## config.mk

```make
export PLATFORM = sky130hd
export DESIGN_NAME = fast_vram_arb_flat
export DESIGN_NICKNAME = d
export VERILOG_FILES = /design/src/rtl/fast_vram_arb_if.sv /design/src/rtl/fast_vram_arb.sv /design/src/flat_wrapper.sv
export SDC_FILE = /design/constraint.sdc
export NUM_CORES = 1
export LEC_CHECK = 0
export CORE_MARGIN = 5
export CORE_UTILIZATION = 42
export CTS_CLUSTER_SIZE = 25
export DETAILED_ROUTE_END_ITERATION = 10
export HOLD_SLACK_MARGIN = 0.1
export PLACE_DENSITY_LB_ADDON = 0.15
export SLEW_MARGIN = 20
export SYNTH_ARGS = -nofsm -noshare
export SYNTH_HDL_FRONTEND = slang
export SYNTH_SLANG_ARGS = --single-unit
```

## constraint.sdc

```tcl
create_clock -name CLK_24M -period 5.5 [get_ports CLK_24M]
set_clock_uncertainty 0.05 [all_clocks]
set_input_delay 1.1 -clock CLK_24M [delete_from_list [all_inputs] [get_ports CLK_24M]]
set_output_delay 1.1 -clock CLK_24M [all_outputs]
set_load 0.05 [all_outputs]
```

## src/rtl/fast_vram_arb_if.sv

```systemverilog
// Bus bundle between the fast VRAM arbiter, its two requesters (video fetch
// and CPU register port) and the pair of 2K x 8 RAM chips.
// slave  : arbiter view
// master : environment view (requesters plus RAM)
interface fast_vram_arb_if #(
  parameter int ADDR_W = 11
);
  // Video fetch requester
  logic              VID_REQ;
  logic [ADDR_W-1:0] VID_ADDR;
  logic              VID_ACK;
  logic [15:0]       VID_DATA;

  // CPU register port
  logic              CPU_ADDR_WE;
  logic              CPU_MOD_WE;
  logic              CPU_DATA_WE;
  logic              CPU_RD;
  logic [15:0]       CPU_DIN;
  logic [15:0]       CPU_DOUT;
  logic              CPU_BUSY;

  // RAM side
  logic [ADDR_W-1:0] FV_ADDR;
  logic [15:0]       FV_DOUT;
  logic              FV_DOE;
  logic [15:0]       FV_DIN;
  logic              nFV_CE;
  logic              nFV_OE;
  logic              nFV_WE;

  modport slave (
    input  VID_REQ, VID_ADDR,
    input  CPU_ADDR_WE, CPU_MOD_WE, CPU_DATA_WE, CPU_RD, CPU_DIN,
    input  FV_DIN,
    output VID_ACK, VID_DATA,
    output CPU_DOUT, CPU_BUSY,
    output FV_ADDR, FV_DOUT, FV_DOE, nFV_CE, nFV_OE, nFV_WE
  );

  modport master (
    output VID_REQ, VID_ADDR,
    output CPU_ADDR_WE, CPU_MOD_WE, CPU_DATA_WE, CPU_RD, CPU_DIN,
    output FV_DIN,
    input  VID_ACK, VID_DATA,
    input  CPU_DOUT, CPU_BUSY,
    input  FV_ADDR, FV_DOUT, FV_DOE, nFV_CE, nFV_OE, nFV_WE
  );
endinterface

```

## src/rtl/fast_vram_arb.sv

```systemverilog
// Fast VRAM arbiter and access sequencer.
// Video reads win arbitration; CPU writes are posted through a one-entry
// buffer and advance the address register by the modulo when they finish.
// Every RAM-side output comes straight from a flop: strobe levels are
// decoded from the state being entered and registered with the state.
module fast_vram_arb #(
  parameter int                ADDR_W    = 11,
  parameter logic [ADDR_W-1:0] MOD_RESET = {{(ADDR_W-1){1'b0}}, 1'b1}
) (
  input logic            CLK_24M,
  input logic            RESET,
  fast_vram_arb_if.slave bus
);

  typedef enum logic [3:0] {
    IDLE,
    VRD1,
    VRD2,
    CRD1,
    CRD2,
    CWR1,
    CWR2,
    CWR3,
    TURN
  } state_t;

  state_t state_q, state_d;

  // Registered RAM strobes (active low) and data driver enable
  logic nce_q, nce_d;
  logic noe_q, noe_d;
  logic nwe_q, nwe_d;
  logic doe_q, doe_d;
  logic [ADDR_W-1:0] fv_addr_q, fv_addr_d;

  // CPU register port state
  logic [ADDR_W-1:0] addr_q, addr_d;
  logic [ADDR_W-1:0] mod_q, mod_d;
  logic [15:0]       wdata_q, wdata_d;
  logic              pend_wr_q, pend_wr_d;
  logic              pend_rd_q, pend_rd_d;
  logic [15:0]       cpu_dout_q, cpu_dout_d;

  // Video return path
  logic [15:0] vid_data_q, vid_data_d;
  logic        vid_ack_q, vid_ack_d;

  // A pending request stays set until its access completes, so it also
  // covers the in-progress phase.
  logic cpu_free;
  assign cpu_free = ~(pend_wr_q | pend_rd_q);

  // State register
  always_ff @(posedge CLK_24M) begin
    if (RESET) begin
      state_q <= IDLE;
    end else begin
      state_q <= state_d;
    end
  end

  // Next-state arbitration and strobe decode for the state being entered
  always_comb begin
    state_d = state_q;
    nce_d   = 1'b1;
    noe_d   = 1'b1;
    nwe_d   = 1'b1;
    doe_d   = 1'b0;

    unique case (state_q)
      IDLE: begin
        if (bus.VID_REQ) begin
          state_d = VRD1;
        end else if (pend_rd_q) begin
          state_d = CRD1;
        end else if (pend_wr_q) begin
          state_d = CWR1;
        end
      end
      VRD1:    state_d = VRD2;
      VRD2:    state_d = TURN;
      CRD1:    state_d = CRD2;
      CRD2:    state_d = TURN;
      CWR1:    state_d = CWR2;
      CWR2:    state_d = CWR3;
      CWR3:    state_d = TURN;
      TURN:    state_d = IDLE;
      default: state_d = IDLE;
    endcase

    // Output enable is only ever asserted in read states, so it can never
    // overlap a write pulse or the data driver.
    case (state_d)
      VRD1, VRD2, CRD1, CRD2: begin
        nce_d = 1'b0;
        noe_d = 1'b0;
      end
      CWR1, CWR3: begin
        nce_d = 1'b0;
        doe_d = 1'b1;
      end
      CWR2: begin
        nce_d = 1'b0;
        nwe_d = 1'b0;
        doe_d = 1'b1;
      end
      default: ;
    endcase
  end

  // CPU register updates, data capture and RAM address selection
  always_comb begin
    addr_d     = addr_q;
    mod_d      = mod_q;
    wdata_d    = wdata_q;
    pend_wr_d  = pend_wr_q;
    pend_rd_d  = pend_rd_q;
    cpu_dout_d = cpu_dout_q;
    vid_data_d = vid_data_q;
    fv_addr_d  = fv_addr_q;
    vid_ack_d  = (state_q == VRD2);

    // Strobes arriving while busy are dropped; a write beats a read
    if (cpu_free) begin
      if (bus.CPU_ADDR_WE) addr_d = bus.CPU_DIN[ADDR_W-1:0];
      if (bus.CPU_MOD_WE)  mod_d  = bus.CPU_DIN[ADDR_W-1:0];
      if (bus.CPU_DATA_WE) begin
        pend_wr_d = 1'b1;
        wdata_d   = bus.CPU_DIN;
      end else if (bus.CPU_RD) begin
        pend_rd_d = 1'b1;
      end
    end

    case (state_q)
      VRD2: vid_data_d = bus.FV_DIN;
      CRD2: begin
        cpu_dout_d = bus.FV_DIN;
        pend_rd_d  = 1'b0;
      end
      CWR3: begin
        addr_d    = addr_q + mod_q;   // carry out discarded: wraps at 2048
        pend_wr_d = 1'b0;
      end
      default: ;
    endcase

    case (state_d)
      VRD1, VRD2:                   fv_addr_d = bus.VID_ADDR;
      CRD1, CRD2, CWR1, CWR2, CWR3: fv_addr_d = addr_q;
      default: ;
    endcase
  end

  // Datapath and registered output flops
  always_ff @(posedge CLK_24M) begin
    if (RESET) begin
      nce_q      <= 1'b1;
      noe_q      <= 1'b1;
      nwe_q      <= 1'b1;
      doe_q      <= 1'b0;
      fv_addr_q  <= '0;
      addr_q     <= '0;
      mod_q      <= MOD_RESET;
      wdata_q    <= '0;
      pend_wr_q  <= 1'b0;
      pend_rd_q  <= 1'b0;
      cpu_dout_q <= '0;
      vid_data_q <= '0;
      vid_ack_q  <= 1'b0;
    end else begin
      nce_q      <= nce_d;
      noe_q      <= noe_d;
      nwe_q      <= nwe_d;
      doe_q      <= doe_d;
      fv_addr_q  <= fv_addr_d;
      addr_q     <= addr_d;
      mod_q      <= mod_d;
      wdata_q    <= wdata_d;
      pend_wr_q  <= pend_wr_d;
      pend_rd_q  <= pend_rd_d;
      cpu_dout_q <= cpu_dout_d;
      vid_data_q <= vid_data_d;
      vid_ack_q  <= vid_ack_d;
    end
  end

  assign bus.nFV_CE   = nce_q;
  assign bus.nFV_OE   = noe_q;
  assign bus.nFV_WE   = nwe_q;
  assign bus.FV_DOE   = doe_q;
  assign bus.FV_ADDR  = fv_addr_q;
  assign bus.FV_DOUT  = wdata_q;    // write buffer is stable for the whole write
  assign bus.VID_ACK  = vid_ack_q;
  assign bus.VID_DATA = vid_data_q;
  assign bus.CPU_DOUT = cpu_dout_q;
  assign bus.CPU_BUSY = pend_wr_q | pend_rd_q;

endmodule

```

## src/flat_wrapper.sv

```systemverilog
// flat-port wrapper written by rule: the top's interface ports become plain ports
module fast_vram_arb_flat 
#(
  parameter int                ADDR_W    = 11,
  parameter logic [ADDR_W-1:0] MOD_RESET = {{(ADDR_W-1){1'b0}}, 1'b1}
)
  (CLK_24M, RESET, bus_VID_REQ, bus_VID_ADDR, bus_CPU_ADDR_WE, bus_CPU_MOD_WE, bus_CPU_DATA_WE, bus_CPU_RD, bus_CPU_DIN, bus_FV_DIN, bus_VID_ACK, bus_VID_DATA, bus_CPU_DOUT, bus_CPU_BUSY, bus_FV_ADDR, bus_FV_DOUT, bus_FV_DOE, bus_nFV_CE, bus_nFV_OE, bus_nFV_WE);
  fast_vram_arb_if #(.ADDR_W(ADDR_W)) bus_i ();
  input logic CLK_24M;
  input logic RESET;
  input wire logic [$bits(bus_i.VID_REQ)-1:0] bus_VID_REQ;
  input wire logic [$bits(bus_i.VID_ADDR)-1:0] bus_VID_ADDR;
  input wire logic [$bits(bus_i.CPU_ADDR_WE)-1:0] bus_CPU_ADDR_WE;
  input wire logic [$bits(bus_i.CPU_MOD_WE)-1:0] bus_CPU_MOD_WE;
  input wire logic [$bits(bus_i.CPU_DATA_WE)-1:0] bus_CPU_DATA_WE;
  input wire logic [$bits(bus_i.CPU_RD)-1:0] bus_CPU_RD;
  input wire logic [$bits(bus_i.CPU_DIN)-1:0] bus_CPU_DIN;
  input wire logic [$bits(bus_i.FV_DIN)-1:0] bus_FV_DIN;
  output wire logic [$bits(bus_i.VID_ACK)-1:0] bus_VID_ACK;
  output wire logic [$bits(bus_i.VID_DATA)-1:0] bus_VID_DATA;
  output wire logic [$bits(bus_i.CPU_DOUT)-1:0] bus_CPU_DOUT;
  output wire logic [$bits(bus_i.CPU_BUSY)-1:0] bus_CPU_BUSY;
  output wire logic [$bits(bus_i.FV_ADDR)-1:0] bus_FV_ADDR;
  output wire logic [$bits(bus_i.FV_DOUT)-1:0] bus_FV_DOUT;
  output wire logic [$bits(bus_i.FV_DOE)-1:0] bus_FV_DOE;
  output wire logic [$bits(bus_i.nFV_CE)-1:0] bus_nFV_CE;
  output wire logic [$bits(bus_i.nFV_OE)-1:0] bus_nFV_OE;
  output wire logic [$bits(bus_i.nFV_WE)-1:0] bus_nFV_WE;
  assign bus_i.VID_REQ = bus_VID_REQ;
  assign bus_i.VID_ADDR = bus_VID_ADDR;
  assign bus_i.CPU_ADDR_WE = bus_CPU_ADDR_WE;
  assign bus_i.CPU_MOD_WE = bus_CPU_MOD_WE;
  assign bus_i.CPU_DATA_WE = bus_CPU_DATA_WE;
  assign bus_i.CPU_RD = bus_CPU_RD;
  assign bus_i.CPU_DIN = bus_CPU_DIN;
  assign bus_i.FV_DIN = bus_FV_DIN;
  assign bus_VID_ACK = bus_i.VID_ACK;
  assign bus_VID_DATA = bus_i.VID_DATA;
  assign bus_CPU_DOUT = bus_i.CPU_DOUT;
  assign bus_CPU_BUSY = bus_i.CPU_BUSY;
  assign bus_FV_ADDR = bus_i.FV_ADDR;
  assign bus_FV_DOUT = bus_i.FV_DOUT;
  assign bus_FV_DOE = bus_i.FV_DOE;
  assign bus_nFV_CE = bus_i.nFV_CE;
  assign bus_nFV_OE = bus_i.nFV_OE;
  assign bus_nFV_WE = bus_i.nFV_WE;
  fast_vram_arb #(.ADDR_W(ADDR_W), .MOD_RESET(MOD_RESET)) u_core (.CLK_24M(CLK_24M), .RESET(RESET), .bus(bus_i));
endmodule
```

; ---- After elaboration in Yosys (flattened, before gate mapping)
; Cells that the tools add are included.
[totals]
regBits = 92
in_bits = 50
word_cells = 60
[classes]
n_reduce_logical = 15
add_sub_neg = 1
n_eq_ne = 15
bitwise = 3
n_mux = 12
[ops]
columns = cell, n
row1 = 11-bit 2-to-1 mux, 3
row2 = "4-bit by 3-bit == test with 1-bit output, second input constant", 8
row3 = 4-bit one-hot mux with 6 select lines, 1
row4 = 11-bit one-hot mux with 2 select lines, 1
row5 = "4-bit by 2-bit == test with 1-bit output, second input constant", 4
row6 = 4-bit 2-to-1 mux, 3
row7 = 11-bit adder, 1
row8 = "4-bit by 1-bit == test with 1-bit output, second input constant", 2
row9 = 7-bit OR reduction, 1
row10 = 2-bit AND reduction, 3
row11 = 2-bit OR reduction, 3
row12 = 3-bit OR reduction, 2
row13 = 5-bit OR reduction, 1
row14 = 4-bit logical NOT, 1
row15 = 1-bit 2-to-1 mux, 4
row16 = 2-bit nonzero test, 2
row17 = 4-bit OR reduction, 1
row18 = 3-bit AND reduction, 1
row19 = "2-bit by 1-bit != test with 1-bit output, second input constant", 1
row20 = 1-bit NOT, 2
row21 = 1-bit OR, 1

; ---- Depth between registers and ports, before layout
; Gate-level depths: netlist (run 1).
[depth]
depth_word = 7
mapped_depth = 8

; ---- Worst setup path after synthesis (run 1)
; OpenSTA, ideal clock, no wires.
[synth_timing]
kind = input-to-reg
start = input RESET
end = register u_core.cpu_dout_q[15], in the netlist u_core.bus.CPU_DOUT[15]
setup_ps = 132
setup_slack_ps = 3304
n_path_buf = 3
path_stages = 4
arrival_time_ps = 2014
cell_sequence = clkbuf_1 -> clkbuf_1 -> clkbuf_1 -> a21oi_1
[synth_rtl]
columns = item, line
row1 = start: declaration, flat_wrapper.sv:10  ; input logic RESET;
row2 = end signal: assignment, fast_vram_arb.sv:182  ; cpu_dout_q <= cpu_dout_d;
row3 = end: declaration, fast_vram_arb.sv:42  ; logic [15:0] cpu_dout_q, cpu_dout_d;
; No word-level cell between the ends.

; ---- Worst setup path in the final report (run 1)
[layout_timing]
start = register u_core.pend_wr_q
end = output bus_CPU_BUSY
[layout_between]
elab_chain_cells = 1
[layout_lines]
columns = item, line
row1 = start: declaration, fast_vram_arb.sv:40  ; logic pend_wr_q, pend_wr_d;
row2 = start signal: assignment, fast_vram_arb.sv:180  ; pend_wr_q <= pend_wr_d;
row3 = 1-bit OR, fast_vram_arb.sv:197  ; assign bus.CPU_BUSY = pend_wr_q | pend_rd_q;
row4 = end: declaration, flat_wrapper.sv:22  ; output wire logic [$bits(bus_i.CPU_BUSY)-1:0] bus_CPU_BUSY;
; Every way passes these cells.

==> impl_metrics.env, run 1 <==
export IMPL_dpl_cell_area_um2=5230
export IMPL_path_class="register to output pin"
export IMPL_power_net_switching_uw=734
export IMPL_worst_slack_ps=2480
export IMPL_cts_buffers=9
export IMPL_synth_top_area_cell="dfxtp_1"
export IMPL_fp_coreArea_um2=9640
export IMPL_drt_iter0_markers=140
export IMPL_die_w_um=109
export IMPL_ys_seq_area_share_pct=45.1
export IMPL_area_growth_syn_to_layout_pct=33.7
export IMPL_fin_crit_ps=3020
export IMPL_grt_start_max_net_pins=72
export IMPL_num_vias=3634
export IMPL_p_per_area_nw_per_um2=363
export IMPL_final_area_um2=5450
export IMPL_setup_viol=0
export IMPL_insertion_delay_ps=370
export IMPL_grt_pass1_vias=3573
export IMPL_wl_per_cell_um=15.0
export IMPL_p_seq_share_pct=40.5
export IMPL_syn_area_um2=4080
export IMPL_synth_distinct_cells=58
export IMPL_cp_max_fo=6
export IMPL_io_buffers=114
export IMPL_clkPwrFrac_pct=26.5
export IMPL_ctsResizeCount=0
export IMPL_ys_ff_latch=92
export IMPL_intPower_mw=1.24
export IMPL_grt_overflow_total=0
export IMPL_async_flop_share_pct=0
export IMPL_cp_end_kind="output pin"
export IMPL_synth_flop_cell="dfxtp_1"
export IMPL_fin_crit_sh_pct=54.8
export IMPL_ioPinCount=115
export IMPL_diodes=0
export IMPL_synthMostInstantiatedCell="nand2_1"
export IMPL_grt_antenna_before_repair=0
export IMPL_final_nets=638
export IMPL_cts_setup_buffers=0
export IMPL_wl_um=10700
export IMPL_htree_levels=3
export IMPL_slew_headroom_pct=39.4
export IMPL_hold_violations=0
export IMPL_combPwrFrac_pct=33.0
export IMPL_drt_pass1_iter_count=4
export IMPL_cap_violations=0
export IMPL_hp_class="register to register"
export IMPL_start_util_pct=42.3
export IMPL_grt_pass1_wl_um=17600
export IMPL_tightest_slew_ps=905
export IMPL_hold_slack_ps=409
export IMPL_die_y_um=109
export IMPL_clk_transition_reported_paths_ps=90
export IMPL_status="finished clean"
export IMPL_routabilityCongestion=0.797
export IMPL_cts_buffer_depth=2
export IMPL_max_freq_mhz=332
export IMPL_finish_utilization_pct=56.6
export IMPL_fin_setup_tns_ps=0
export IMPL_row_count=36
export IMPL_syn_inst=480
export IMPL_synth_avg_cell_area_um2=8.50
export IMPL_vias_per_cell=5.08
export IMPL_yosys_warnings=0
export IMPL_die_area_um2=11800
export IMPL_p_total_mw=1.98
export IMPL_holdBufCountCts=0
export IMPL_final_antenna_net_count=0
export IMPL_pre_cts_ws_ps=2640
export IMPL_synth_top_area_share_pct=45.1
export IMPL_p_leak_nw=2.04
export IMPL_synth_area_top_cells="dfxtp_1 45%, nand2_1 12%, a21oi_1 8.2%, mux2i_1 4.4%, a211oi_1 4.0%"
export IMPL_startpoint_type="register"
export IMPL_rsz0062_at_grt="false"
export IMPL_drive_above_1_share_pct=5.67
export IMPL_slew_viol_final=0
export IMPL_yosys_top_cells_count="128 x nand2_1, 92 x dfxtp_1, 67 x a21oi_1"
export IMPL_synth_edf_count=0
export IMPL_required_ps=4350
export IMPL_grt_usage_pct=19.0
export IMPL_irDropWorstVdd_mv=0.180
export IMPL_cts_tree="yes"
export IMPL_place_inst=699
export IMPL_synth_nets=541
export IMPL_switching_share_pct=37.1
export IMPL_fin_cells=715
export IMPL_cts_root_buf="clkbuf_8"
export IMPL_hpwl_um=7610
export IMPL_drc=0
export IMPL_cp_arrival_ps=1870
export IMPL_cts_sinks=92
==> power groups by stage <==
stage,combinational [mW],sequential [mW],clock (mW)
2_1_floorplan,0.285,0.996,0
3_3_place_gp,0.646,0.813,0
3_5_place_dp,0.657,0.816,0
4_1_cts,0.659,0.801,0.533
5_1_grt,0.705,0.814,0.563
6_report,0.653,0.801,0.525
==> final timing paths <==
check	startpoint	to	slack, ps	cells after the start
setup / recovery	u_core.pend_wr_q$_SDFFE_PP0P_	bus_CPU_BUSY	2480	3
hold / removal	u_core.bus.VID_DATA[2]$_SDFFE_PP0P_	u_core.bus.VID_DATA[2]$_SDFFE_PP0P_	410	2
hold reg to reg	u_core.bus.VID_DATA[2]$_SDFFE_PP0P_	u_core.bus.VID_DATA[2]$_SDFFE_PP0P_	410	2
setup reg to reg	u_core.state_q[2]$_SDFF_PP0_	u_core.addr_q[8]$_SDFFE_PP0P_	3120	4
==> cells by family after synthesis <==
group                      after synthesis  synth area share (%)
adders and majority gates               11                  3.56
DFF                                     92                  45.1
buffers and inverters                   37                  4.84
and+or+nand+nor                        197                  21.6
muxes                                   18                  4.42
AOI/OAI and AO/OA                      119                  19.1
xor gates and xnor gates                 6                  1.29
==> metal layers <==
layer	GRT usage, %	vias up	part of all wire (%)
met5	0	-	0
met4	7.30	0	1.7
met3	6.81	13	9.9
met2	28.0	104	42
met1	25.3	1675	46
li1	-	1842	-
==> cell usage in the layout, fill, tap and decap left out, types with 2 or more instances in the layout <==
| cell | n |
|---|---|
| a21o_1 | 5 |
| ha_1 | 10 |
| xnor2_1 | 3 |
| a21oi_1 | 67 |
| and2_1 | 5 |
| nand2b_1 | 3 |
| inv_1 | 6 |
| inv_6 | 4 |
| clkbuf_8 | 9 |
| mux2i_1 | 18 |
| dfxtp_1 | 92 |
| nor2_1 | 26 |
| a211oi_1 | 22 |
| o21ai_0 | 2 |
| bufinv_16 | 2 |
| nand3_1 | 5 |
| nand2_1 | 128 |
| a2111oi_0 | 3 |
| clkdlybuf4s50_1 | 113 |
| nor2_2 | 2 |
| and3_1 | 3 |
| o211a_1 | 2 |
| nor2b_1 | 4 |
| a31oi_1 | 3 |
| buf_4 | 2 |
| xor2_1 | 3 |
| nor3_1 | 5 |
| nand3b_1 | 3 |
| a2111oi_2 | 2 |
==> sequential cells by signal, indices dropped and copies added, names as in the netlist <==
name / count
u_core.addr_q: 11
u_core.bus.CPU_DOUT: 16
u_core.bus.FV_ADDR: 11
u_core.bus.FV_DOE: 1
u_core.bus.FV_DOUT: 16
u_core.bus.VID_ACK: 1
u_core.bus.VID_DATA: 16
u_core.bus.nFV_CE: 1
u_core.bus.nFV_OE: 1
u_core.bus.nFV_WE: 1
u_core.mod_q: 11
u_core.pend_rd_q: 1
u_core.pend_wr_q: 1
u_core.state_q: 4
==> critical path, stage by stage (launching register included) <==
cell,delay [ps]
dfxtp_1,370
nor2_2,280
inv_2,130
clkdlybuf4s50_1,720
==> area by class of cell <==
cell class	count	area, um2
Tap cell	133	166
Clock buffer	9	124
Inverter	7	26.3
Clock inverter	7	104
Timing Repair Buffer	116	1150
Sequential cell	92	1840
Fill cell	952	4190
Multi-Input combinational cell	351	2040
Note: power is estimated with default switching activity, not from simulation.
==> run 2, diff against run 1 <==
clock period = 2.9 ns   (was 5.5 ns; I/O delays follow)
==> impl_metrics.env, run 2 (synthesized netlist as in run 1, its figures left out) <==
export IMPL_vias_per_cell=5.02
export IMPL_min_to="u_core.bus.VID_DATA[0]$_SDFFE_PP0P_"
export IMPL_start_util_pct=42.3
export IMPL_fin_crit_ps=2440
export IMPL_grt_pass1_wl_um=17200
export IMPL_clk_transition_reported_paths_ps=90
export IMPL_wl_per_cell_um=14.6
export IMPL_grt_overflow_total=0
export IMPL_grt_usage_pct=18.5
export IMPL_worst_path_max_delay_cell="clkdlybuf4s50_1"
export IMPL_drt_iter0_markers=135
export IMPL_fin_setup_tns_ps=0
export IMPL_final_cell_mix="128 x nand2_1, 113 x clkdlybuf4s50_1, 92 x dfxtp_1"
export IMPL_row_count=36
export IMPL_startpoint_type="register"
export IMPL_irDropWorstVdd_mv=0.320
export IMPL_cts_sinks=92
export IMPL_finish_utilization_pct=56.5
export IMPL_min_path_cells=2
export IMPL_grt_pass1_vias=3503
export IMPL_cp_arrival_ps=1810
export IMPL_max_freq_mhz=409
export IMPL_hpwl_um=7770
export IMPL_drc=0
export IMPL_cts_tree="yes"
export IMPL_crit_path_start="u_core.pend_wr_q$_SDFFE_PP0P_"
export IMPL_ctsResizeCount=0
export IMPL_die_w_um=109
export IMPL_cap_violations=0
export IMPL_slew_viol_final=0
export IMPL_rsz0062_at_grt="false"
export IMPL_path_class="register to output pin"
export IMPL_wl_um=10500
export IMPL_io_buffers=114
export IMPL_die_area_um2=11800
export IMPL_area_growth_syn_to_layout_pct=33.5
export IMPL_crit_chain="nor2_2, inv_2, clkdlybuf4s50_1"
export IMPL_diodes=0
export IMPL_cts_buffer_depth=2
export IMPL_final_common_cell="nand2_1"
export IMPL_cts_buffers=9
export IMPL_hold_slack_ps=408
export IMPL_r2r_slack_ps=610
export IMPL_grt_start_max_net_pins=30
export IMPL_required_ps=2270
export IMPL_p_per_area_nw_per_um2=650
export IMPL_setup_viol=0
export IMPL_num_vias=3613
export IMPL_hp_class="register to register"
export IMPL_p_leak_nw=2.04
export IMPL_fp_coreArea_um2=9640
export IMPL_worstHoldStart="u_core.bus.VID_DATA[0]$_SDFFE_PP0P_"
export IMPL_htree_levels=3
export IMPL_insertion_delay_ps=360
export IMPL_cp_max_fo=5
export IMPL_critPathMaxStageDelay_ps=820
export IMPL_nFillCells=934
export IMPL_fin_crit_sh_pct=84.2
export IMPL_cp_end_kind="output pin"
export IMPL_final_antenna_net_count=0
export IMPL_slew_headroom_pct=48.3
export IMPL_status="finished clean"
export IMPL_tightest_slew_ps=773
export IMPL_cts_setup_buffers=0
export IMPL_grt_antenna_before_repair=0
export IMPL_hold_violations=0
export IMPL_final_nets=644
export IMPL_r2r_start="u_core.addr_q[0]$_SDFFE_PP0P_"
export IMPL_r2r_cells=8
export IMPL_die_y_um=109
export IMPL_r2r_end="u_core.addr_q[8]$_SDFFE_PP0P_"
export IMPL_cts_root_buf="clkbuf_8"
export IMPL_drive_above_1_share_pct=6.47
export IMPL_routabilityCongestion=0.793
export IMPL_ioPinCount=115
export IMPL_holdBufCountCts=0
export IMPL_drt_pass1_iter_count=4
==> run 2: cell types whose count changed in the layout (fill, tap and decap cells not counted), sizes merged <==
cell,delta
buf,+6
bufinv,-2
clkinv,+2
clkinvlp,+2
inv,-3
==> run 2: how the worst max path moves through the flow <==
| stage | to | slack [ps] |
|---|---|---|
| detailed placement | u_core.addr_q[5]$_SDFFE_PP0P_ | 600 |
| global placement | u_core.bus.FV_ADDR[7]$_SDFFE_PP0P_ | 660 |
| CTS | bus_CPU_BUSY | 450 |
| floorplan | u_core.addr_q[8]$_SDFFE_PP0P_ | 930 |
| finish | bus_CPU_BUSY | 460 |
| global route | bus_CPU_BUSY | 390 |
==> run 2: layout make-up <==
type	count	area, um2	area share (%)
clock buffers	9	124	2.27
flip-flops and latches	92	1840	33.8
repair buffers	122	1200	22.0
clock inverters	6	50.0	0.919
well taps	133	166	3.06
multi-input cells	351	2040	37.5
inverters	7	26.3	0.483
==> run 2: layer usage <==
layer	up-vias	GRT usage [%]	share of wire [%]
met3	8	8.60	9.6
li1	1856	-	-
met2	91	27.5	43
met4	0	5.14	0.91
met1	1658	24.0	47
met5	-	0	0
==> run 2: per-stage QoR <==
stage	total power, mW	cell area (um2)	instances	setup WS (ps)
after floorplan	2.43	4080	480	931
after global placement	2.78	5270	705	658
after detailed placement	2.80	5270	705	604
after CTS	3.58	5450	720	446
after global routing	3.74	5450	720	389
final	3.54	5450	720	458
==> run 2: power breakdown <==
part	leakage [nW]	switching, mW	internal (mW)
clock	0.0819	0.461	0.314
sequential	0.753	0.109	1.41
combinational	1.20	0.787	0.462
total	2.04	1.36	2.18
==> run 2: critical path: cells and delay by family (launching register included) <==
| kind | cells | cell delay (ps) |
|---|---|---|
| AND/OR/NAND/NOR | 1 | 80 |
| flip-flops | 1 | 440 |
| buffers and inverters | 2 | 940 |
==> run 3, diff against run 2 <==
clock period = 2.4 ns   (was 2.9 ns; I/O delays follow)
==> impl_metrics.env, run 3 (synthesized netlist as in run 1, its figures left out) <==
export IMPL_status="finished clean"
export IMPL_grt_overflow_total=0
export IMPL_insertion_delay_ps=350
export IMPL_hpwl_um=7790
export IMPL_cts_tree="yes"
export IMPL_cts_sinks=92
export IMPL_combPwrFrac_pct=35.5
export IMPL_fin_setup_tns_ps=0
export IMPL_fp_coreArea_um2=9640
export IMPL_switching_share_pct=36.1
export IMPL_num_vias=3680
export IMPL_hold_violations=0
export IMPL_top_layer_used="met4"
export IMPL_fin_crit_sh_pct=91.6
export IMPL_fin_crit_ps=2200
export IMPL_power_net_switching_mw=1.60
export IMPL_cp_arrival_ps=2380
export IMPL_area_growth_syn_to_layout_pct=35.6
export IMPL_setup_viol=0
export IMPL_clk_transition_reported_paths_ps=80
export IMPL_routabilityCongestion=0.859
export IMPL_diodes=0
export IMPL_cts_root_buf="clkbuf_8"
export IMPL_p_seq_share_pct=41.2
export IMPL_hold_slack_ps=405
export IMPL_max_freq_mhz=455
export IMPL_die_area_um2=11800
export IMPL_tightest_slew_ps=810
export IMPL_die_w_um=109
export IMPL_slew_viol_final=0
export IMPL_row_count=36
export IMPL_cap_violations=0
export IMPL_p_per_area_nw_per_um2=799
export IMPL_required_ps=2580
export IMPL_grt_antenna_before_repair=0
export IMPL_wl_um=10600
export IMPL_start_util_pct=42.3
export IMPL_cts_buffer_depth=2
export IMPL_cp_end_kind="register"
export IMPL_final_common_cell="nand2_1"
export IMPL_worst_slack_ps=202
export IMPL_grt_start_max_net_pins=41
export IMPL_cp_max_fo=4
export IMPL_startpoint_type="register"
export IMPL_die_y_um=109
export IMPL_hp_class="register to register"
export IMPL_final_nets=651
export IMPL_drc=0
export IMPL_grt_pass1_vias=3548
export IMPL_cts_buffers=9
export IMPL_drive_above_1_share_pct=7.42
export IMPL_ioPinCount=115
export IMPL_wl_met1_um=4870
export IMPL_htree_levels=3
export IMPL_wl_met2_um=4470
export IMPL_slew_headroom_pct=46.0
export IMPL_p_leak_nw=2.10
export IMPL_drt_iter0_markers=142
export IMPL_intPower_mw=2.82
export IMPL_wl_per_cell_um=14.6
export IMPL_drt_pass1_iter_count=4
export IMPL_grt_pass1_wl_um=17000
export IMPL_wl_met3_um=1160
export IMPL_grt_usage_pct=18.2
export IMPL_io_buffers=114
export IMPL_rsz0062_at_grt="false"
export IMPL_irDropWorstVdd_mv=0.369
export IMPL_vias_per_cell=5.07
export IMPL_clkPwrFrac_pct=23.3
export IMPL_pre_cts_ws_ps=199
export IMPL_final_antenna_net_count=0
export IMPL_final_cell_mix="128 x nand2_1, 112 x clkdlybuf4s50_1, 92 x dfxtp_1"
export IMPL_path_class="register to register"
run 3: cell count changes in the layout (fill, tap and decap cells not counted), sizes merged, moves of 2 or more:
cell and change:
clkinvlp -2, buf +7, clkbuf +3, clkinv -2
run 3: area by class of cell:
| type | instances | area, um2 |
|---|---|---|
| multi-input cells | 351 | 2040 |
| fillers | 910 | 4110 |
| repair buffers | 129 | 1260 |
| well taps | 133 | 166 |
| flip-flops and latches | 92 | 1840 |
| clock buffers | 12 | 155 |
| inverters | 7 | 26.3 |
| clock inverters | 2 | 35.0 |
run 3: through the flow:
step	instances	util, %	cell area, um2	total power, mW
floorplan	480	-	4080	2.93
global placement	712	55.4	5340	3.41
detailed placement	712	55.4	5340	3.43
CTS	726	57.3	5530	4.46
global route	726	57.4	5530	4.66
finish	726	57.4	5530	4.42
run 3: final timing paths:
| check | startpoint | end | slack, ps | depth (start not counted) |
|---|---|---|---|---|
| max | u_core.addr_q[0]$_SDFFE_PP0P_ | u_core.addr_q[8]$_SDFFE_PP0P_ | 200 | 8 |
| max reg2reg | u_core.addr_q[0]$_SDFFE_PP0P_ | u_core.addr_q[8]$_SDFFE_PP0P_ | 200 | 8 |
| min | u_core.bus.VID_DATA[7]$_SDFFE_PP0P_ | u_core.bus.VID_DATA[7]$_SDFFE_PP0P_ | 400 | 2 |
| min reg2reg | u_core.bus.VID_DATA[7]$_SDFFE_PP0P_ | u_core.bus.VID_DATA[7]$_SDFFE_PP0P_ | 400 | 2 |
run 3: metal layers:
metal / up-vias / track usage (%)
li1: 1873 / -
met5: - / 0
met1: 1699 / 23.5
met3: 9 / 8.72
met4: 0 / 5.14
met2: 99 / 27.2
run 3: repair_timing:
item | 4_1_cts | 5_1_grt
gates resized for setup | 0 | 2
hold buffers | 0 | 0
buffers inserted | 0 | 0
setup endpoints to repair | 0 | 2
run 3: power by group through the flow:
stage | registers, mW | clock network (mW) | logic, mW
floorplan | 2.28 | 0 | 0.652
global placement | 1.85 | 0 | 1.56
detailed placement | 1.86 | 0 | 1.57
CTS | 1.82 | 1.06 | 1.58
global route | 1.85 | 1.14 | 1.68
finish | 1.82 | 1.03 | 1.57
run 3: worst max-delay path: stages, from the launching register on:
cell       delay (ps)
dfxtp_1           370
ha_1              180
inv_1              60
fa_1              370
nand2b_1          200
a21oi_2           190
or2_1             190
a2111oi_0         110
a2111oi_0         370
